`config.mk`:
```
export PLATFORM = sky130hd
export DESIGN_NAME = ft_bus_arbiter
export DESIGN_NICKNAME = d
export VERILOG_FILES = /design/src/rtl/ft_bus_arbiter.sv
export SDC_FILE = /design/constraint.sdc
export NUM_CORES = 1
export LEC_CHECK = 0
export CORE_UTILIZATION = 37
export DETAILED_ROUTE_END_ITERATION = 8
export PLACE_DENSITY = 0.77
export SLEW_MARGIN = 10
export SYNTH_ARGS = -nofsm -noshare
export SYNTH_HDL_FRONTEND = slang
export SYNTH_SLANG_ARGS = --single-unit
export TNS_END_PERCENT = 100
```
`constraint.sdc`:
```
create_clock -name clk_in -period 1.87 [get_ports clk_in]
set_input_delay 0.374 -clock clk_in [delete_from_list [all_inputs] [get_ports clk_in]]
set_output_delay 0.374 -clock clk_in [all_outputs]
set_load 0.005 [all_outputs]
```
`src/rtl/ft_bus_arbiter.sv`:
```
// ft_bus_arbiter: two-channel write scheduler for the FT601 245-style
// master FIFO bus. Pulls words from two FWFT FIFO read ports, grants the
// bus to one channel per burst and drives registered DATA/BE/WR_N with
// TXE_N back-pressure.
// Optional build macro FT_ARB_CH1_PRIO_EN: channel 1 wins every arbitration
// it is present for; otherwise channels alternate round robin.

module ft_bus_arbiter #(
  parameter int DATA_W    = 32,
  parameter int MAX_BURST = 256,
  parameter int CNT_W     = 9
) (
  input  logic              clk_in,
  input  logic              rst_in,
  input  logic [DATA_W-1:0] ch0_data_in,
  input  logic              ch0_valid_in,
  output logic              ch0_rd_out,
  input  logic [DATA_W-1:0] ch1_data_in,
  input  logic              ch1_valid_in,
  output logic              ch1_rd_out,
  input  logic              txe_n_in,
  output logic [DATA_W-1:0] data_out,
  output logic [3:0]        be_out,
  output logic              wr_n_out,
  output logic              grant_out,
  output logic              busy_out
);

  typedef enum logic [1:0] {IDLE = 2'd0, BURST = 2'd1, DRAIN = 2'd2} state_t;

  localparam logic [CNT_W-1:0] MAX_CNT = CNT_W'(MAX_BURST);

  state_t                 state, state_nxt;
  logic [CNT_W-1:0]       burst_cnt;
  logic [1:0]             ch_valid;
  logic [1:0]             ch_rd;
  logic [1:0][DATA_W-1:0] ch_data;
  logic                   accepted;
  logic                   load;
  logic                   pick;

  assign ch_valid   = {ch1_valid_in, ch0_valid_in};
  assign ch_data    = {ch1_data_in, ch0_data_in};
  assign ch0_rd_out = ch_rd[0];
  assign ch1_rd_out = ch_rd[1];
  // the FT601 takes the held word on any edge where it is offered and has room
  assign accepted   = ~wr_n_out & ~txe_n_in;
  assign busy_out   = (state != IDLE);

`ifdef FT_ARB_CH1_PRIO_EN
  // status channel pre-empts the bulk stream at every arbitration
  assign pick = ch_valid[1];
`else
  logic ptr;

  // with both present the pointer decides, otherwise the lone requester wins
  assign pick = (&ch_valid) ? ptr : ch_valid[1];

  // after a completed burst the other channel becomes preferred
  always_ff @(posedge clk_in) begin
    if (!rst_in)
      ptr <= 1'b0;
    else if (state != IDLE && state_nxt == IDLE)
      ptr <= ~grant_out;
  end
`endif

  // next state and pop decision; a stalled word blocks loading so a word is
  // never overwritten before the bus has taken it
  always_comb begin
    state_nxt = state;
    load      = 1'b0;
    ch_rd     = '0;
    case (state)
      IDLE:  if (|ch_valid) state_nxt = BURST;
      BURST: begin
        if (ch_valid[grant_out] && burst_cnt < MAX_CNT)
          load = wr_n_out | accepted;
        else if (!wr_n_out && !accepted)
          state_nxt = DRAIN;
        else
          state_nxt = IDLE;
      end
      DRAIN: if (accepted) state_nxt = IDLE;
      default: state_nxt = IDLE;
    endcase
    if (!rst_in) load = 1'b0;
    ch_rd[grant_out] = load;
  end

  // state register
  always_ff @(posedge clk_in) begin
    if (!rst_in) state <= IDLE;
    else         state <= state_nxt;
  end

  // burst bookkeeping: counter cleared while idle, grant latched at arbitration
  always_ff @(posedge clk_in) begin
    if (!rst_in) begin
      burst_cnt <= '0;
      grant_out <= 1'b0;
    end else if (state == IDLE) begin
      burst_cnt <= '0;
      if (|ch_valid) grant_out <= pick;
    end else if (load) begin
      burst_cnt <= burst_cnt + CNT_W'(1);
    end
  end

  // output holding register: load new word, or retire the accepted one
  always_ff @(posedge clk_in) begin
    if (!rst_in) begin
      data_out <= '0;
      be_out   <= 4'h0;
      wr_n_out <= 1'b1;
    end else if (load) begin
      data_out <= ch_data[grant_out];
      be_out   <= 4'hF;
      wr_n_out <= 1'b0;
    end else if (accepted) begin
      be_out   <= 4'h0;
      wr_n_out <= 1'b1;
    end
  end

endmodule

```
* Word level (Yosys, flattened, before mapping)
Cells that the tools add are included.
** Operators by class
- Bitwise operators :: 7
- $lt $le $gt $ge :: 3
- Mux-type cells :: 19
- Eq/ne operators :: 2
- Reductions and logical operators :: 14
- $add $sub $neg :: 1
** Operator list (number)
- $mux 32 :: 2
- $add 9x1->9 const B :: 1
- $lt 9x9->1 const B :: 1
- $mux 1 :: 9
- $mux 2 :: 4
- $mux 4 :: 2
- $pmux 2 s3 :: 1
- $logic_and 1x1->1 :: 4
- $logic_not 2->1 :: 2
- $not 1->1 :: 4
- $reduce_and 2->1 :: 2
- $reduce_bool 2->1 :: 2
- $reduce_or 2->1 :: 2
- $and 2x2->2 :: 1
- $eq 2x1->1 const B :: 1
- $eq 2x2->1 const B :: 1
- $logic_not 1->1 :: 2
- $lt 1x2->1 const B :: 1
- $and 1x1->1 :: 1
- $demux 1 s1 :: 1
- $ge 1x1->1 const B :: 1
- $or 1x1->1 :: 1
** Storage, ports and cells
- Input port bits :: 69
- Flip-flop bits (word level) :: 50

* Logic depth before layout (Yosys ltp)
- Depth in word-level cells :: 9
- Depth in mapped cells :: 7
- Gate-level depth less buffers :: 5

* Least setup slack after synthesis
OpenSTA, ideal clock, no wires.
- Path kind :: reg-to-output
- From :: register grant_out
- To :: output ch0_rd_out
- Required time :: 1.496 ns
- Stages on the path, launching flop included :: 8
- Buffers on the path :: 3
- Path slack :: 0.018 ns
- Arrival :: 1.478 ns
- Cells stage by stage :: dfxtp_1 -> buf_6 -> mux2_4 -> and3_1 -> buf_4 -> nand2_4 -> buf_4 -> nor2_1
** Between the ends
- Cells in the longest elaborated chain, start to end :: 7
** Ends and longest elaborated chain
- from (decl) :: RTL line 25 : output logic grant_out,
- from (signal assigned) :: RTL line 104 : if (|ch_valid) grant_out <= pick;
- $mux 1 (implied by the code) (2 in a row) :: RTL line 77 : if (ch_valid[grant_out] && burst_cnt < MAX_CNT)
- $logic_and 1x1->1 :: RTL line 77
- $mux 1 :: RTL line 77
- $mux 1 :: RTL line 74 : case (state)
- $mux 1 :: RTL line 87 : if (!rst_in) load = 1'b0;
- $and 2x2->2 (no line) *
- to (decl) :: RTL line 17 : output logic ch0_rd_out,
Mark *: on every way between the ends. The rest lies on a longest branch, timed or not. The select of a mux whose other input is x is not followed.

* Worst setup path in the final report
- From :: register grant_out
- To :: output grant_out
No word-level cell between the ends.

==> impl_metrics.toml <==
[outcome]
outcome = "complete, no violations"

[floorplanning]
coreArea_sq_um = 5960
dieArea_sq_um = 6510
die_x_um = 80.7
row_count = 28
ios = 110
die_y_um = 80.7
start_util_pct = 38.5

[clock_tree]
tritoncts = "built"
clock-sinks = 47
root_buffer = "clkbuf_8"
clk_pin_slew_ps = 80
cts-buffers-inserted = 5
postCtsSetupBuffers = 0
cts.htree.levels = 2
clk_path_buf_depth = 2
insertion_delay_ps = 290

[grt]
grt_most_used_layer = "met2"
grt_pass1_vias = 1986
grt_use_total_pct = 17.6
grt_use_met1_pct = 20.4
grt_max_degree = 41
globalRouteOverflowTotal = 0
grt_util_met2_pct = 30.4
grt_pass1_wl_mm = 8.83
antenna_found_initial = 0
grtUsageMet3_pct = 5.80

[place]
portBuffers = 109
dpl.hpwl_mm = 4.24
place_congestion = 0.811
place_worst_setup_slack_ps = -449

[detailed_routing]
via_count = 2100
drtPass1Iterations = 4
ant_nets = 0
wl_per_cell_um = 13.2
avgViaCountPerCell = 4.90
drt_drc_violations_left = 0
drtIter0Drc = 52
totalWireLength_mm = 5.65

[timing]
hold_viol_final = 0
tightest_slew_ps = 548
setup_ws_ps = 53.9
maxSlewViolCount = 0
finalCritPeriodShare_pct = 97.1
fin_skew_ps = 4.54
fmaxAchievable_ghz = 0.551
fin_crit_ps = 1820
setup_viol = 0
rsz0062_at_grt = "no"
relSlewSlack_pct = 63.5

[setup_path]
cp-startpoint = "grant_out"
reg2regPathDepth = 5
timing.rr.start = "grant_out"
cp-start-kind = "flip-flop"
worstPathRequired_ps = 1500
end_kind = "output port"
worstPathMaxFanout = 19
crit_end = "grant_out"
arrival_ps = 1440
path_class = "flip-flop to output port"
timing.rr.end = "data_out[8]"
ff2ff_setup_slack_ps = 160

[finish]
mostFrequentLayoutCell = "clkdlybuf4s50_1"
mostFrequentLayoutCells = "clkdlybuf4s50_1 (105), mux2i_1 (63), dfxtp_1 (45)"
layout-drive-gt1-share_pct = 10.5
fillerInstances = 531
fin_nets = 425
area_delta_synth_final_pct = 57.1
n_antenna_cell = 0

[pwr]
sw_frac_of_total_pct = 24.6
seq_power_share_pct = 49.7
p_clk_share_pct = 25.8
internal_power_mw = 1.64
peakVddDrop_uv = 334
powerDensity_nw_per_um2 = 606
power_mw = 2.18
pwr-share-comb_pct = 24.4
p_sw_mw = 0.537
p_leak_nw = 1.53

[yosys]
avgSynthCellArea_sq_um = 9.67
synth_warnings = 0
synth_nets = 307
ys_types = 36
synth-seq-area-share_pct = 41.1
ys_seq_elements = 47
netlist_area_sq_um = 2290
synthCells = 237

[min_path]
hold_path_class = "flip-flop to flip-flop"

[job]
drv_cap = 0
==> repair_timing <==
item / CTS / global route
setup endpoints to repair: 33 / 2
hold buffers: 0 / 0
pin swaps: 0 / 1
resized for setup: 14 / 3
==> how the worst min path moves through the flow <==
| stage | start | endpoint | slack, ps | cells after the start |
|---|---|---|---|---|
| 2_1_floorplan | ptr | ptr | 430 | 2 |
| 3_3_place_gp | data_out[6] | data_out[6] | 440 | 2 |
| 3_5_place_dp | data_out[22] | data_out[22] | 450 | 2 |
| 4_1_cts | data_out[13] | data_out[13] | 460 | 2 |
| 5_1_grt | ptr | ptr | 480 | 2 |
| 6_report | data_out[12] | data_out[12] | 460 | 2 |
==> cell families (layout without fill, tap and decap cells) <==
| family | count (synthesis) | in the layout | share of synthesized area, % |
|---|---|---|---|
| buffers and inverters | 24 | 141 | 6.17 |
| AND/OR/NAND/NOR | 74 | 74 | 15.8 |
| adder cells (fa/ha/maj) | 1 | 1 | 0.546 |
| multiplexers | 64 | 64 | 28.2 |
| AO/OA/AOI/OAI | 27 | 27 | 8.19 |
| flip-flops | 47 | 47 | 41.1 |
==> critical path: stages, from the launching register on <==
cell             delay [ps]
dfxtp_2                 360
buf_6                   230
clkdlybuf4s50_1         560
==> synthesized netlist by cell type <==
master    count  share of area (%)
or4b_1        1               0.44
o31ai_1       3               0.98
o311ai_1      1               0.38
dfxtp_1      47                 41
buf_2         2               0.44
clkbuf_1      8                1.3
nor4b_1       1               0.38
nand3_1       7                1.5
a21oi_1       6                1.3
a21o_1        1               0.33
nor2b_1       6                1.6
or4_1         1               0.33
buf_6         4                2.0
a21boi_1      1               0.33
o41ai_1       3                1.1
buf_4         5                1.6
o221ai_1      1               0.38
a32oi_1       1               0.38
and3_1        2               0.55
o21ai_0       2               0.44
mux2_4        1               0.66
o211ai_1      2               0.66
o21ai_1       3               0.66
inv_1         5               0.82
nor3_1        2               0.44
nand4_1       2               0.55
nand2_1      38                6.2
nand3_2       1               0.44
o21a_1        1               0.33
nand4b_1      2               0.76
ha_1          1               0.55
mux2i_1      63                 28
nand2b_1      4                1.1
nand2_4       1               0.49
o211a_1       2               0.87
nor2_1        6               0.98
==> flip-flops by register name, indices dropped and copies added, names as in the netlist <==
name,flops
data_out,32
ptr,1
state,2
burst_cnt,9
be_out,1
wr_n_out,1
grant_out,1
==> layer usage <==
| layer | part of all wire (%) | up-vias |
|---|---|---|
| met1 | 42 | 959 |
| met2 | 51 | 72 |
| met3 | 6.8 | 6 |
| li1 | - | 1063 |
| met4 | 0.80 | 0 |
| met5 | 0 | - |
==> metrics by stage <==
step	cell area [sq um]	utilization, %	hold WS (ps)	setup TNS, ps	std cells
2_1_floorplan	2290	-	433	0	237
3_3_place_gp	3510	59.0	443	-10610	423
3_5_place_dp	3510	59.0	452	-11930	423
4_1_cts	3600	60.5	464	-12.4	429
5_1_grt	3600	60.4	477	0	429
6_report	3600	60.4	459	0	429
==> power groups by stage <==
stage	Combinational, mW	Sequential, mW	Clock (mW)
6_report	0.533	1.08	0.563
5_1_grt	0.574	1.09	0.614
4_1_cts	0.539	1.09	0.583
3_5_place_dp	0.533	1.11	0
3_3_place_gp	0.524	1.11	0
2_1_floorplan	0.214	1.11	0
==> area by class of cell <==
type,count,area [sq um],area share (%)
clock buffers,6,72.6,2.02
repair buffers,130,1240,34.4
multi-input cells,166,1230,34.2
inverters,5,18.8,0.521
flip-flops and latches,47,943,26.2
well taps,75,93.8,2.61
Note: power is estimated with default switching activity, not from simulation.
